File: src/rtl/piso_pkg.sv
// Shared types and constants for the PISO serializer feeding the SISO stage.
// Optional even-parity bit per frame: define PISO_PARITY_EN.
package piso_pkg;

  typedef enum logic [1:0] {
    IDLE   = 2'd0,
    SHIFT  = 2'd1,
    GAP    = 2'd2,
    PARITY = 2'd3
  } state_t;

  localparam int SISO_WIDTH = 4;
  localparam int GAP_W      = 4;

  function automatic int cnt_width(input int w);
    return $clog2(w + 1);
  endfunction

  localparam int SISO_CNT_W = cnt_width(SISO_WIDTH);

endpackage

File: src/rtl/piso_gap_counter.sv
// Loadable down-counter with zero flag; times the inter-frame gap.
// Holds at zero rather than wrapping.
module piso_gap_counter
  import piso_pkg::*;
(
  input  logic             clk,
  input  logic             reset,
  input  logic             load,
  input  logic [GAP_W-1:0] load_val,
  input  logic             dec,
  output logic             zero
);

  logic [GAP_W-1:0] cnt;

  always_ff @(posedge clk) begin
    if (reset) begin
      cnt <= '0;
    end else if (load) begin
      cnt <= load_val;
    end else if (dec && (cnt != '0)) begin
      cnt <= cnt - GAP_W'(1);
    end
  end

  assign zero = (cnt == '0);

endmodule

File: src/rtl/piso_serializer.sv
// Parallel-in serial-out feeder for the SISO stage, valid/ready input side.
// Optional even-parity bit after each word: define PISO_PARITY_EN.
module piso_serializer
  import piso_pkg::*;
#(
  parameter int WIDTH      = SISO_WIDTH,
  parameter bit MSB_FIRST  = 1'b1,
  parameter int GAP_CYCLES = 1
) (
  input  logic             clk,
  input  logic             reset,
  input  logic [WIDTH-1:0] in_data,
  input  logic             in_valid,
  output logic             in_ready,
  input  logic             fill_req,
  output logic             serial_out,
  output logic             shift_en,
  output logic             fill_ones,
  output logic             frame_done,
  output logic             busy
);

  localparam int CW = cnt_width(WIDTH);
  localparam logic [CW-1:0] LAST = CW'(WIDTH - 1);
  localparam logic [CW-1:0] PRE  = CW'(WIDTH - 2);
  localparam logic [GAP_W-1:0] GAP_LOAD =
    (GAP_CYCLES > 0) ? GAP_W'(GAP_CYCLES - 1) : '0;
`ifdef PISO_PARITY_EN
  localparam bit PAR_EN = 1'b1;
`else
  localparam bit PAR_EN = 1'b0;
`endif

  // Word is reordered at capture so emission is always LSB-first.
  function automatic logic [WIDTH-1:0] order(input logic [WIDTH-1:0] w);
    logic [WIDTH-1:0] r;
    for (int i = 0; i < WIDTH; i++) begin
      r[i] = MSB_FIRST ? w[WIDTH-1-i] : w[i];
    end
    return r;
  endfunction

  state_t           state, state_d;
  logic [WIDTH-1:0] sreg, sreg_d;
  logic [CW-1:0]    cnt, cnt_d;
  logic             ser_q, ser_d;
  logic             sen_q, sen_d;
  logic             fill_q, fill_d;
  logic             done_q, done_d;
  logic             gap_load, gap_dec, gap_zero;
  logic             finish, accept;
  logic [WIDTH-1:0] ord;
`ifdef PISO_PARITY_EN
  logic             par_q, par_d;
`endif

  assign ord = order(in_data);

  always_comb begin
    state_d  = state;
    sreg_d   = sreg;
    cnt_d    = cnt;
    ser_d    = 1'b0;
    sen_d    = 1'b0;
    fill_d   = 1'b0;
    done_d   = 1'b0;
    gap_load = 1'b0;
    gap_dec  = 1'b0;
    finish   = 1'b0;
    accept   = 1'b0;
    in_ready = 1'b0;
`ifdef PISO_PARITY_EN
    par_d    = par_q;
`endif
    unique case (state)
      IDLE: begin
        in_ready = ~fill_req;
        fill_d   = fill_req;
        accept   = in_valid & ~fill_req;
      end
      SHIFT: begin
        if (cnt != LAST) begin
          ser_d  = sreg[0];
          sreg_d = sreg >> 1;
          sen_d  = 1'b1;
          cnt_d  = cnt + CW'(1);
          done_d = ~PAR_EN && (cnt == PRE);
        end else begin
`ifdef PISO_PARITY_EN
          ser_d   = par_q;
          sen_d   = 1'b1;
          done_d  = 1'b1;
          state_d = PARITY;
`else
          finish  = 1'b1;
`endif
        end
      end
      PARITY: finish = 1'b1;
      GAP: begin
        gap_dec = 1'b1;
        if (gap_zero) state_d = IDLE;
      end
    endcase
    // Last bit on the line: either open a gap or take the next word now.
    if (finish) begin
      if (GAP_CYCLES > 0) begin
        state_d  = GAP;
        gap_load = 1'b1;
      end else begin
        state_d  = IDLE;
        in_ready = 1'b1;
        accept   = in_valid;
      end
    end
    if (accept) begin
      ser_d   = ord[0];
      sreg_d  = ord >> 1;
      sen_d   = 1'b1;
      cnt_d   = '0;
      done_d  = 1'b0;
      state_d = SHIFT;
`ifdef PISO_PARITY_EN
      par_d   = ^in_data;
`endif
    end
  end

  always_ff @(posedge clk) begin
    if (reset) begin
      state  <= IDLE;
      sreg   <= '0;
      cnt    <= '0;
      ser_q  <= 1'b0;
      sen_q  <= 1'b0;
      fill_q <= 1'b0;
      done_q <= 1'b0;
`ifdef PISO_PARITY_EN
      par_q  <= 1'b0;
`endif
    end else begin
      state  <= state_d;
      sreg   <= sreg_d;
      cnt    <= cnt_d;
      ser_q  <= ser_d;
      sen_q  <= sen_d;
      fill_q <= fill_d;
      done_q <= done_d;
`ifdef PISO_PARITY_EN
      par_q  <= par_d;
`endif
    end
  end

  piso_gap_counter u_gap (
    .clk      (clk),
    .reset    (reset),
    .load     (gap_load),
    .load_val (GAP_LOAD),
    .dec      (gap_dec),
    .zero     (gap_zero)
  );

  assign serial_out = ser_q;
  assign shift_en   = sen_q;
  assign fill_ones  = fill_q;
  assign frame_done = done_q;
  assign busy       = (state != IDLE);

endmodule

File: config.mk
export PLATFORM = sky130hd
export DESIGN_NAME = piso_serializer
export DESIGN_NICKNAME = d
export VERILOG_FILES = /design/src/rtl/piso_pkg.sv /design/src/rtl/piso_gap_counter.sv /design/src/rtl/piso_serializer.sv
export SDC_FILE = /design/constraint.sdc
export NUM_CORES = 1
export LEC_CHECK = 0
export ABC_AREA = 1
export BUFFER_PORTS_ARGS = -buffer_cell sky130_fd_sc_hd__buf_2
export CORE_MARGIN = 5
export CORE_UTILIZATION = 35
export DETAILED_ROUTE_END_ITERATION = 7
export SKIP_LAST_GASP = 1
export SLEW_MARGIN = 40
export SYNTH_ARGS = -nofsm -noshare
export SYNTH_HDL_FRONTEND = slang
export SYNTH_SLANG_ARGS = --single-unit
File: constraint.sdc
create_clock -name clk -period 1.5 [get_ports clk]
set_clock_uncertainty 0.1 [all_clocks]
set_input_delay 0.3 -clock clk [delete_from_list [all_inputs] [get_ports clk]]
set_output_delay 0.3 -clock clk [all_outputs]
set_load 0.01 [all_outputs]
# == Word level (Yosys, flattened, before mapping) ==
# Cells that the tools add are included.
# word_totals
ff_bits,16
input_bits,8
out_inout_bits,6
elab_cells,59
# classes
addsub,2
n_eq_ne,5
mux,19
bitwise_logic,5
n_reduce_logical,19
# ops
operator,count
$mux 1,12
$reduce_bool 2->1,5
$mux 3,3
$reduce_and 2->1,4
$mux 2,3
$reduce_bool 3->1,2
$reduce_or 2->1,3
$eq 2x2->1 const B,2
$logic_not 4->1,1
$not 1->1,4
$reduce_bool 4->1,1
$reduce_or 4->1,1
$sub 4x1->4 const B,1
$add 3x1->3 const B,1
$eq 3x2->1 const B,1
$ne 3x2->1 const B,1
$eq 2x1->1 const B,1
$logic_not 2->1,1
$pmux 1 s2,1
$and 1x1->1,1
$logic_and 1x1->1,1

# == Depth between registers and ports, before layout ==
# Gate-level depths: netlist of the first run.
# depth
depth_word,5
depth_mapped,9
ltp_nobuf,9

# == By module ==
# Synthesis of the first run repeated with hierarchy kept, for this count alone.
# unflattened
hier_cells,111
hier_area_um2,813.3
# modules_own_cells
module,n_inst,cells_each,area_each_um2,seq_area_each_um2
piso_serializer,1,70,539.3,240.2
piso_gap_counter,1,41,274.0,80.1

# == Least setup slack after synthesis of the first run ==
# Ideal clock, no wire load.
# synth_path
path_type,flip-flop to flip-flop
start,register cnt[0]
end,register cnt[1]
setup_time_ns,0.070
arrival_ns,1.270
required_time_ns,1.330
path_slack_ns,0.060
stages_incl_launch_ff,8
path_buffers,1
period_less_slack_ns,1.440
cell_sequence,dfxtp_1 -> ha_1 -> ha_1 -> nor2_2 -> nand2_2 -> buf_6 -> or2_0 -> a21oi_1
# synth_between
elab_chain_len,2
elab_cells_between_ends,3
cone_classes,add/sub: 1; eq/ne: 1; reduce/logical: 1
# synth_lines
element,line_no,text
"start, declared",piso_serializer.sv:45,"logic [CW-1:0] cnt, cnt_d;"
"start signal, assigned",piso_serializer.sv:144,cnt <= cnt_d;
branches (longest 2 deep; another with $add 3x1->3),-,
# Parallel ways; which one is timed is not known.
# A chain may end at the register's enable or synchronous reset.

# == Final worst setup path of the first run ==
# layout_path
start,register cnt[1]
end,register cnt[1]
# The elaborated chain is that of the path after synthesis.

==> flow_metrics.env, run 1 <==
export IMPL_outcome="complete, no violations"
export IMPL_switching_power_uw=179.4
export IMPL_setup_viol=0
export IMPL_gr_usage_all_layers_pct=10.06
export IMPL_netSwitchingFraction_pct=24.02
export IMPL_syn_instance_count=108
export IMPL_fin_area_um2=924.6
export IMPL_hold_depth=3
export IMPL_ys_flop_type="dfxtp_1"
export IMPL_area_growth_pct=23.37
export IMPL_cts_num_sinks=16
export IMPL_powerDensity_nw_per_um2=808.0
export IMPL_initial_core_util_pct=37.44
export IMPL_cp_end_kind="register"
export IMPL_cp_required_ns=1.61
export IMPL_ys_async_sr_fraction_pct=0
export IMPL_p_int_uw=567.7
export IMPL_port_buffers=13
export IMPL_worst_slew_pin_slew_ns=0.2899
export IMPL_antenna_cells=0
export IMPL_multiInputGateArea_um2=394.1
export IMPL_period_needed_ns=1.451
export IMPL_grt_overflow_total=0
export IMPL_clock_path_buffers=2
export IMPL_fin_cells=151
export IMPL_nFillCells=226
export IMPL_crit_chain="ha_4, ha_4, nor2_4, nand2_4, or2_0, a21oi_1"
export IMPL_synth_most_common_cell="nand2_1"
export IMPL_cts_tree="done"
export IMPL_ys_seq_area_share_pct=42.74
export IMPL_seqPwrFrac_pct=60.1
export IMPL_syn_area_um2=749.5
export IMPL_clkTransAtPathRegs_ns=0.09
export IMPL_synth_cell_type_count=15
export IMPL_hold_buffers=0
export IMPL_grt_pass1_vias=634
export IMPL_pwr_share_clk_pct=28.4
export IMPL_regToRegSetupSlack_ns=0.05
export IMPL_ys_warn_count=0
export IMPL_gp_congestion=0.7471
export IMPL_vias=694
export IMPL_hold_viol_final=0
export IMPL_drt_pre_antenna_iters=4
export IMPL_max_stage_delay_ns=0.35
export IMPL_worstSkewPairLatency_ns=0.28
export IMPL_grt_pass1_wl_mm=2.504
export IMPL_drv_slew=0
export IMPL_hpwlAfterDp_mm=1.111
export IMPL_rows=16
export IMPL_hold_path_class="in -> reg"
export IMPL_cts_root_buf="clkbuf_4"
export IMPL_dp_cells=146
export IMPL_cpMostUsedCell="ha_4"
export IMPL_relSlewSlack_pct=80.62
export IMPL_synth_top_area_cell="dfxtp_1"
export IMPL_dpl_instance_area_um2=833.3
export IMPL_start_kind="register"
export IMPL_maxCapViolations=0
export IMPL_die_h_um=56.28
export IMPL_ir_drop_v=0.0005541
export IMPL_synth_seq_cells=16
export IMPL_ys_top_cells_by_area="dfxtp_1 (43%), nand2_1 (15%), inv_1 (9.0%)"
export IMPL_crit_fanout=7
export IMPL_syn_avg_cell_area_um2=6.940
export IMPL_nets=138
export IMPL_area_sequential_um2=324.1
export IMPL_io_pins=14
export IMPL_htreeDepth=1
export IMPL_drive_gt1_share_pct=25.81
export IMPL_leakagePower_uw=0.0004227
export IMPL_postRouteAntennaNets=0
export IMPL_numCtsBuffers=3
export IMPL_antenna_found_initial=0
export IMPL_p_comb_share_pct=11.5
export IMPL_synth_edff_count=0
export IMPL_path_class="reg -> reg"
export IMPL_via_per_inst=4.596
export IMPL_synthesis_nets=120
export IMPL_grt_max_degree=12
export IMPL_die_w_um=56.28
export IMPL_drc=0
export IMPL_fmax_ghz=0.6893
export IMPL_coreArea_um2=2002
export IMPL_die_area_um2=3167
export IMPL_yosys_top_cells_count="nand2_1 (29), inv_1 (18), dfxtp_1 (16), a21oi_1 (12), nor2_1 (11)"
export IMPL_routed_wl_mm=1.428
export IMPL_worst_path_max_delay_cell="dfxtp_1"
export IMPL_rr_worst_depth=6
export IMPL_wire_per_inst_um=9.457
export IMPL_yosysTopAreaCellShare_pct=42.74
export IMPL_drt_iter0_drc=8
export IMPL_critPathArrivalTime_ns=1.56
export IMPL_period_share_pct=96.72
-- power groups by stage --
stage | Combinational (uW) | Clock (uW) | Sequential, uW
final | 86.0 | 212 | 449
after global routing | 100 | 247 | 451
after CTS | 79.5 | 224 | 447
after detailed placement | 77.9 | 0 | 456
after global placement | 76.1 | 0 | 456
after floorplan | 51.5 | 0 | 458
-- metrics by stage --
step	power, uW	utilization (%)	hold WS, ns	setup slack, ns	setup TNS, ns
4_1_cts	749.9	43.25	0.1565	-0.01674	-0.01674
3_5_place_dp	534.0	41.63	0.3581	-0.03055	-0.07500
2_1_floorplan	509.3	-	0.3375	0.05957	0
6_report	747.1	46.19	0.1608	0.04917	0
5_1_grt	798.8	46.19	0.1743	-0.004360	-0.004360
3_3_place_gp	532.0	41.63	0.3562	0.01571	0
-- final timing paths --
check                                to        from
worst max-delay path             cnt[1]      cnt[1]
worst min-delay path            sreg[2]  in_data[0]
worst max register to register   cnt[1]      cnt[1]
worst min register to register   cnt[2]      cnt[2]
-- repair_timing --
action | 4_1_cts | 5_1_grt
setup endpoints to repair | 6 | 12
setup buffers | 0 | 2
resized for setup | 3 | 16
pin swaps | 0 | 5
hold endpoints to repair | 0 | 0
-- registers in the layout (all words and copies together) (netlist names) --
register    flops
cnt             3
fill_ones       1
frame_done      1
serial_out      1
shift_en        1
sreg            3
state           2
u_gap.cnt       4
-- cell families after synthesis --
kind of cell	after synthesis	share of synthesized area, %
simple gates	55	30.88
buf+inv	20	11.02
fa+ha+maj	4	6.678
compound gates	13	8.681
flops	16	42.74
-- cell usage in the layout (no fill, tap or decap) --
master	synthesis	routed
a21oi_1	12	10
a21oi_2	0	2
buf_2	0	13
buf_4	0	2
clkbuf_4	0	3
dfxtp_1	16	13
dfxtp_2	0	3
ha_1	4	2
ha_4	0	2
inv_1	18	15
inv_2	0	2
inv_4	0	1
nand2_1	29	28
nand2_2	1	1
nand2_4	0	1
nand3_1	9	9
nand4_1	1	1
nor2_1	11	10
nor2_2	1	1
nor2_4	0	1
nor3_1	1	1
o21ai_0	1	1
or2_0	2	2
-- worst max-delay path, delay by kind of cell, from the launching register on --
family	cells	cell delay, ns
AND/OR/NAND/NOR	3	0.46
flip-flops	1	0.35
adder cells (fa/ha/maj)	2	0.33
AO/OA/AOI/OAI	1	0.14
-- area by class of cell --
type                       instances  share of cell area [%]
clock buffer                       3                   2.436
multi-input combinational         72                   42.63
inverter                          18                   7.578
sequential                        16                   35.05
tap                               27                   3.654
timing repair buffer              15                   8.660
-- metal layers --
metal | GRT usage, % | up-vias | part of all wire [%]
li1 | - | 367 | -
met2 | 16.86 | 9 | 52
met1 | 10.82 | 314 | 43
met3 | 2.752 | 4 | 3.1
met5 | 0 | - | 0
met4 | 7.119 | 0 | 2.2
(Power assumes the default switching activity.)
==> run 2: changes to the inputs <==
- ABC_AREA: 1 -> default
- CORE_MARGIN: 5 -> 3
- HOLD_SLACK_MARGIN: default -> 0.08
==> run 2 against run 1 <==
Utilization grew 6.9 points. Critical path depth decreased by 3. Via count is 11% lower. Die area decreased by 18%. Critical path type is now reg -> out. Power grew 14%. The flow now finishes with violations (negative setup slack). Largest power group unchanged. Worst setup slack got worse by 0.051 ns. Clock power rose by 33%. Synthesized area fell by 5.3%.
==> flow_metrics.env, run 2 <==
export IMPL_maxCapViolations=0
export IMPL_cp_end_kind="output port"
export IMPL_rr_worst_depth=3
export IMPL_grt_pass1_wl_mm=2.283
export IMPL_synth_most_common_cell="dfxtp_1"
export IMPL_clkTransAtPathRegs_ns=0.09
export IMPL_dp_cells=117
export IMPL_ys_flop_type="dfxtp_1"
export IMPL_ys_async_sr_fraction_pct=0
export IMPL_synthesis_nets=90
export IMPL_rsz0062_at_grt="true"
export IMPL_antenna_found_initial=0
export IMPL_worstReg2RegEnd="cnt[0]"
export IMPL_setup_tns_ns=-0.001470
export IMPL_yosysTopAreaCellShare_pct=45.15
export IMPL_final_cell_mix="buf_2 (13), dfxtp_1 (11), a21oi_1 (9)"
export IMPL_synth_compound_area_share_pct=16.23
export IMPL_synth_edff_count=0
export IMPL_setup_slack_ns=-0.001470
export IMPL_hold_viol_final=0
export IMPL_synth_adder_area_share_pct=7.055
export IMPL_cp_required_ns=1.10
export IMPL_drt_iter0_drc=10
export IMPL_worstHoldEndpoint="sreg[2]"
export IMPL_powerDensity_nw_per_um2=880.6
export IMPL_antenna_cells=0
export IMPL_routed_wl_mm=1.375
export IMPL_dpl_instance_area_um2=845.8
export IMPL_postRouteAntennaNets=0
export IMPL_syn_avg_cell_area_um2=9.095
export IMPL_start_kind="register"
export IMPL_critPathArrivalTime_ns=1.10
export IMPL_syn_instance_count=78
export IMPL_relSlewSlack_pct=73.61
export IMPL_initial_core_util_pct=38.97
export IMPL_gp_congestion=0.7303
export IMPL_wire_per_inst_um=11.00
export IMPL_period_share_pct=100.1
export IMPL_port_buffers=13
export IMPL_coreArea_um2=1821
export IMPL_htreeDepth=1
export IMPL_ys_seq_area_share_pct=45.15
export IMPL_via_per_inst=4.920
export IMPL_nets=113
export IMPL_die_h_um=51.02
export IMPL_r2r_start="state[0]"
export IMPL_ys_warn_count=0
export IMPL_cts_tree="done"
export IMPL_drv_slew=0
export IMPL_leakagePower_uw=0.0003827
export IMPL_nFillCells=175
export IMPL_synth_simple_area_share_pct=24.69
export IMPL_die_w_um=51.02
export IMPL_period_needed_ns=1.501
export IMPL_top_register="u_gap.cnt"
export IMPL_p_total_uw=850.6
export IMPL_rows=15
export IMPL_yosys_top_cells_count="dfxtp_1 (16), a21oi_1 (9), inv_1 (7), nor2_1 (7), o21ai_0 (5)"
export IMPL_grt_pass1_vias=536
export IMPL_die_area_um2=2603
export IMPL_hold_depth=3
export IMPL_synth_top_area_cell="dfxtp_1"
export IMPL_setup_viol=1
export IMPL_violations="negative setup slack"
export IMPL_cts_root_buf="clkbuf_4"
export IMPL_syn_area_um2=709.4
export IMPL_clock_path_buffers=2
export IMPL_synth_cell_type_count=25
export IMPL_fmax_ghz=0.6660
export IMPL_synth_seq_cells=16
export IMPL_regToRegSetupSlack_ns=-0.001
export IMPL_largest_reg_flops=4
export IMPL_hp_start="in_data[0]"
export IMPL_worstSkewPairLatency_ns=0.29
export IMPL_fin_area_um2=965.9
export IMPL_drc=0
export IMPL_ys_top_cells_by_area="dfxtp_1 (45%), ha_1 (7.1%), a21oi_1 (6.3%)"
export IMPL_outcome="finished with violations"
export IMPL_path_class="reg -> out"
export IMPL_hold_buffers=0
export IMPL_worst_slew_pin_slew_ns=0.3948
export IMPL_area_growth_pct=36.16
export IMPL_io_pins=14
export IMPL_drt_pre_antenna_iters=4
export IMPL_gr_usage_all_layers_pct=11.80
export IMPL_numCtsBuffers=3
export IMPL_fin_cells=125
export IMPL_ir_drop_v=0.0006098
export IMPL_crit_fanout=4
export IMPL_cts_num_sinks=16
export IMPL_grt_overflow_total=0
export IMPL_final_common_cell="buf_2"
export IMPL_synth_xor_xnor_area_share_pct=1.235
export IMPL_synth_top_family_by_area="simple AND/OR/NAND/NOR gates"
export IMPL_synth_area_mux_share_pct=0
export IMPL_grt_max_degree=10
export IMPL_hold_path_class="in -> reg"
export IMPL_hpwlAfterDp_mm=1.015
export IMPL_vias=615
export IMPL_drive_gt1_share_pct=42.00
export IMPL_reg_largest_list="u_gap.cnt x4, cnt x3, sreg x3"
## run 2: cell count changes in the layout (fill, tap and decap cells not counted), moves of 3 or more
cell     previous run  this run
or3_1               0         3
nand2_1            28         2
o21ai_0             1         5
buf_4               2         7
nand3_1             9         1
inv_1              15         7
nor2_1             10         7
## run 2: what timing repair did
item	4_1_cts	5_1_grt
gates resized for setup	4	11
buffers inserted	2	2
setup endpoints to repair	4	11
gates cloned	0	0
pin swaps	0	2
## run 2: worst max path at each step
stage / startpoint / endpoint / cells past startpoint
floorplan: cnt[1] / sreg[1] / 6
global placement: fill_req / frame_done / 4
detailed placement: fill_req / frame_done / 4
CTS: state[0] / in_ready / 3
global route: state[0] / in_ready / 3
finish: state[0] / in_ready / 3
## run 2: metrics by stage
stage          util [%]  setup slack (ns)  hold slack (ns)
5_1_grt           53.06          -0.08051           0.1603
3_3_place_gp      46.46          0.006779           0.3479
3_5_place_dp      46.46          0.003090           0.3544
4_1_cts           49.69          -0.01519           0.1552
6_report          53.06         -0.001470           0.1581
2_1_floorplan         -         0.0007864           0.3197
## run 2: cell type report
class,instances,area [um2],share of cell area (%)
Clock buffer,4,36.28,3.756
Inverter,7,26.28,2.720
Multi-Input combinational cell,52,411.6,42.62
Sequential cell,16,331.6,34.33
Tap cell,25,31.28,3.238
Timing Repair Buffer,21,128.9,13.34
## run 2: logic make-up (layout without fill, tap and decap cells)
group,count (synthesis),in the layout
fa+ha+maj,4,4
compound gates,20,20
flops,16,16
simple gates,27,27
xor+xnor,1,1
buf+inv,10,32
## run 2: layer usage
layer | track usage [%] | wire length [um] | vias up
li1 | - | - | 319
met1 | 13.88 | 666 | 282
met2 | 18.24 | 618 | 10
met3 | 6.122 | 68 | 4
met4 | 4.036 | 21 | 0
met5 | 0 | 0 | -
## run 2: worst max-delay path, cell delays in order, from the launching register on
cell and delay (ns):
dfxtp_4 0.36, or2_4 0.25, nor2_1 0.08, buf_2 0.13
## run 2: report_power, final
group          switching (uW)  internal, uW
combinational            56.7          60.4
sequential               10.8           441
clock                     134           148
total                     202           649
==> run 3: changes to the inputs <==
- CELL_PAD_IN_SITES_DETAIL_PLACEMENT: default -> 0
- CELL_PAD_IN_SITES_GLOBAL_PLACEMENT: default -> 1
- CORE_UTILIZATION: 35 -> 34
- PLACE_DENSITY_LB_ADDON: default -> 0.1
==> run 3 against run 2 <==
The run now ends clean. Sequential power is essentially flat. Non-clock buffer count grew 4. First-iteration DRC count grew 50%. Utilization grew 0.21 points. Critical path type is now reg -> reg. Global-route usage grew 0.31 points. Clock power shrank 23%.
==> flow_metrics.env, run 3 (synthesis results as in run 2) <==
export IMPL_outcome="complete, no violations"
export IMPL_worstSkewPairLatency_ns=0.28
export IMPL_cts_tree="done"
export IMPL_rr_worst_depth=3
export IMPL_wire_per_inst_um=10.95
export IMPL_nFillCells=195
export IMPL_worstReg2RegEnd="cnt[2]"
export IMPL_gr_usage_all_layers_pct=12.11
export IMPL_maxCapViolations=0
export IMPL_io_pins=14
export IMPL_path_class="reg -> reg"
export IMPL_fin_area_um2=979.7
export IMPL_worstHoldEndpoint="sreg[2]"
export IMPL_numCtsBuffers=3
export IMPL_port_buffers=13
export IMPL_die_area_um2=2671
export IMPL_crit_fanout=6
export IMPL_final_common_cell="buf_2"
export IMPL_leakagePower_uw=0.0003971
export IMPL_drt_iter0_drc=15
export IMPL_area_growth_pct=38.10
export IMPL_reg_largest_list="u_gap.cnt x4, cnt x3, sreg x3"
export IMPL_top_register="u_gap.cnt"
export IMPL_powerDensity_nw_per_um2=815.0
export IMPL_period_needed_ns=1.466
export IMPL_cp_required_ns=1.57
export IMPL_r2r_start="state[1]"
export IMPL_worst_slew_pin_slew_ns=0.2609
export IMPL_place_ws_ns=-0.008168
export IMPL_drc=0
export IMPL_fmax_ghz=0.6820
export IMPL_clock_path_buffers=2
export IMPL_hold_viol_final=0
export IMPL_final_cell_mix="buf_2 (13), dfxtp_1 (11), buf_4 (11), a21oi_1 (8), inv_1 (7)"
export IMPL_rows=15
export IMPL_multiInputGateArea_um2=411.6
export IMPL_htreeDepth=1
export IMPL_antenna_found_initial=0
export IMPL_dpl_instance_area_um2=868.3
export IMPL_coreArea_um2=1839
export IMPL_grt_max_degree=10
export IMPL_antenna_cells=0
export IMPL_grt_pass1_vias=569
export IMPL_cts_num_sinks=16
export IMPL_hold_buffers=0
export IMPL_setup_slack_ns=0.03375
export IMPL_gp_congestion=0.7046
export IMPL_hold_depth=3
export IMPL_hpwlAfterDp_um=969.6
export IMPL_drt_pre_antenna_iters=2
export IMPL_grt_pass1_wl_mm=2.394
export IMPL_cts_root_buf="clkbuf_4"
export IMPL_via_per_inst=4.703
export IMPL_grt_overflow_total=0
export IMPL_critPathArrivalTime_ns=1.54
export IMPL_routed_wl_mm=1.401
export IMPL_hold_path_class="in -> reg"
export IMPL_setup_viol=0
export IMPL_hp_start="in_data[0]"
export IMPL_drv_slew=0
export IMPL_relSlewSlack_pct=82.53
export IMPL_postRouteAntennaNets=0
export IMPL_die_h_um=51.68
export IMPL_drive_gt1_share_pct=44.66
export IMPL_ir_drop_v=0.0004781
export IMPL_rsz0062_at_grt="true"
export IMPL_clkTransAtPathRegs_ns=0.09
export IMPL_regToRegSetupSlack_ns=0.03
export IMPL_die_w_um=51.68
export IMPL_area_sequential_um2=329.1
export IMPL_nets=117
export IMPL_cp_end_kind="register"
export IMPL_start_kind="register"
export IMPL_period_share_pct=97.75
export IMPL_initial_core_util_pct=38.57
export IMPL_vias=602
export IMPL_largest_reg_flops=4
[run 3: how the worst max path moves through the flow]
| stage | from | endpoint | slack (ns) |
|---|---|---|---|
| floorplan | cnt[1] | sreg[1] | 0.0008 |
| global placement | fill_req | frame_done | 0.02 |
| detailed placement | cnt[1] | cnt[1] | -0.008 |
| CTS | cnt[1] | frame_done | 0.009 |
| global route | cnt[1] | cnt[2] | -0.02 |
| finish | state[1] | cnt[2] | 0.03 |
[run 3: where the power goes]
group | internal, uW | switching [uW]
Combinational | 69.6 | 61.1
Sequential | 441 | 10.1
Clock | 93.1 | 123
Total | 604 | 194
[run 3: through the flow]
| step | std cells | power (uW) | setup TNS [ns] | hold slack [ns] | utilization, % |
|---|---|---|---|---|---|
| global route | 128 | 848.0 | -0.08493 | 0.1505 | 53.27 |
| global placement | 120 | 571.3 | 0 | 0.3450 | 47.21 |
| detailed placement | 120 | 571.3 | -0.01312 | 0.3432 | 47.21 |
| floorplan | 78 | 529.1 | 0 | 0.3197 | - |
| CTS | 128 | 801.3 | 0 | 0.1412 | 51.16 |
| finish | 128 | 798.5 | 0 | 0.1517 | 53.27 |
[run 3: critical path, stage by stage (launching register included)]
cell and delay (ns):
dfxtp_4 0.36, or4b_1 0.64, nand2b_2 0.19, a211oi_1 0.07
[run 3: per-layer routing]
metal | up-vias | part of all wire (%) | routed length (um) | GRT usage (%)
met4 | 0 | 0.71 | 10 | 3.930
met2 | 12 | 40 | 567 | 18.01
met1 | 266 | 53 | 748 | 15.67
met3 | 2 | 5.4 | 75 | 5.158
li1 | 322 | - | - | -
met5 | - | 0 | 0 | 0
[run 3: cell type report]
| type | instances | share of cell area [%] |
|---|---|---|
| sequential | 16 | 33.59 |
| timing repair buffer | 25 | 16.22 |
| inverter | 7 | 2.682 |
| tap | 25 | 3.193 |
| multi-input combinational | 52 | 42.02 |
| clock buffer | 3 | 2.299 |
[run 3: timing repair]
action | 4_1_cts | 5_1_grt
gates resized for setup | 6 | 9
setup endpoints to repair | 6 | 12
setup buffers | 5 | 0
pin swaps | 2 | 3
endpoints found under the hold margin | 0 | 0
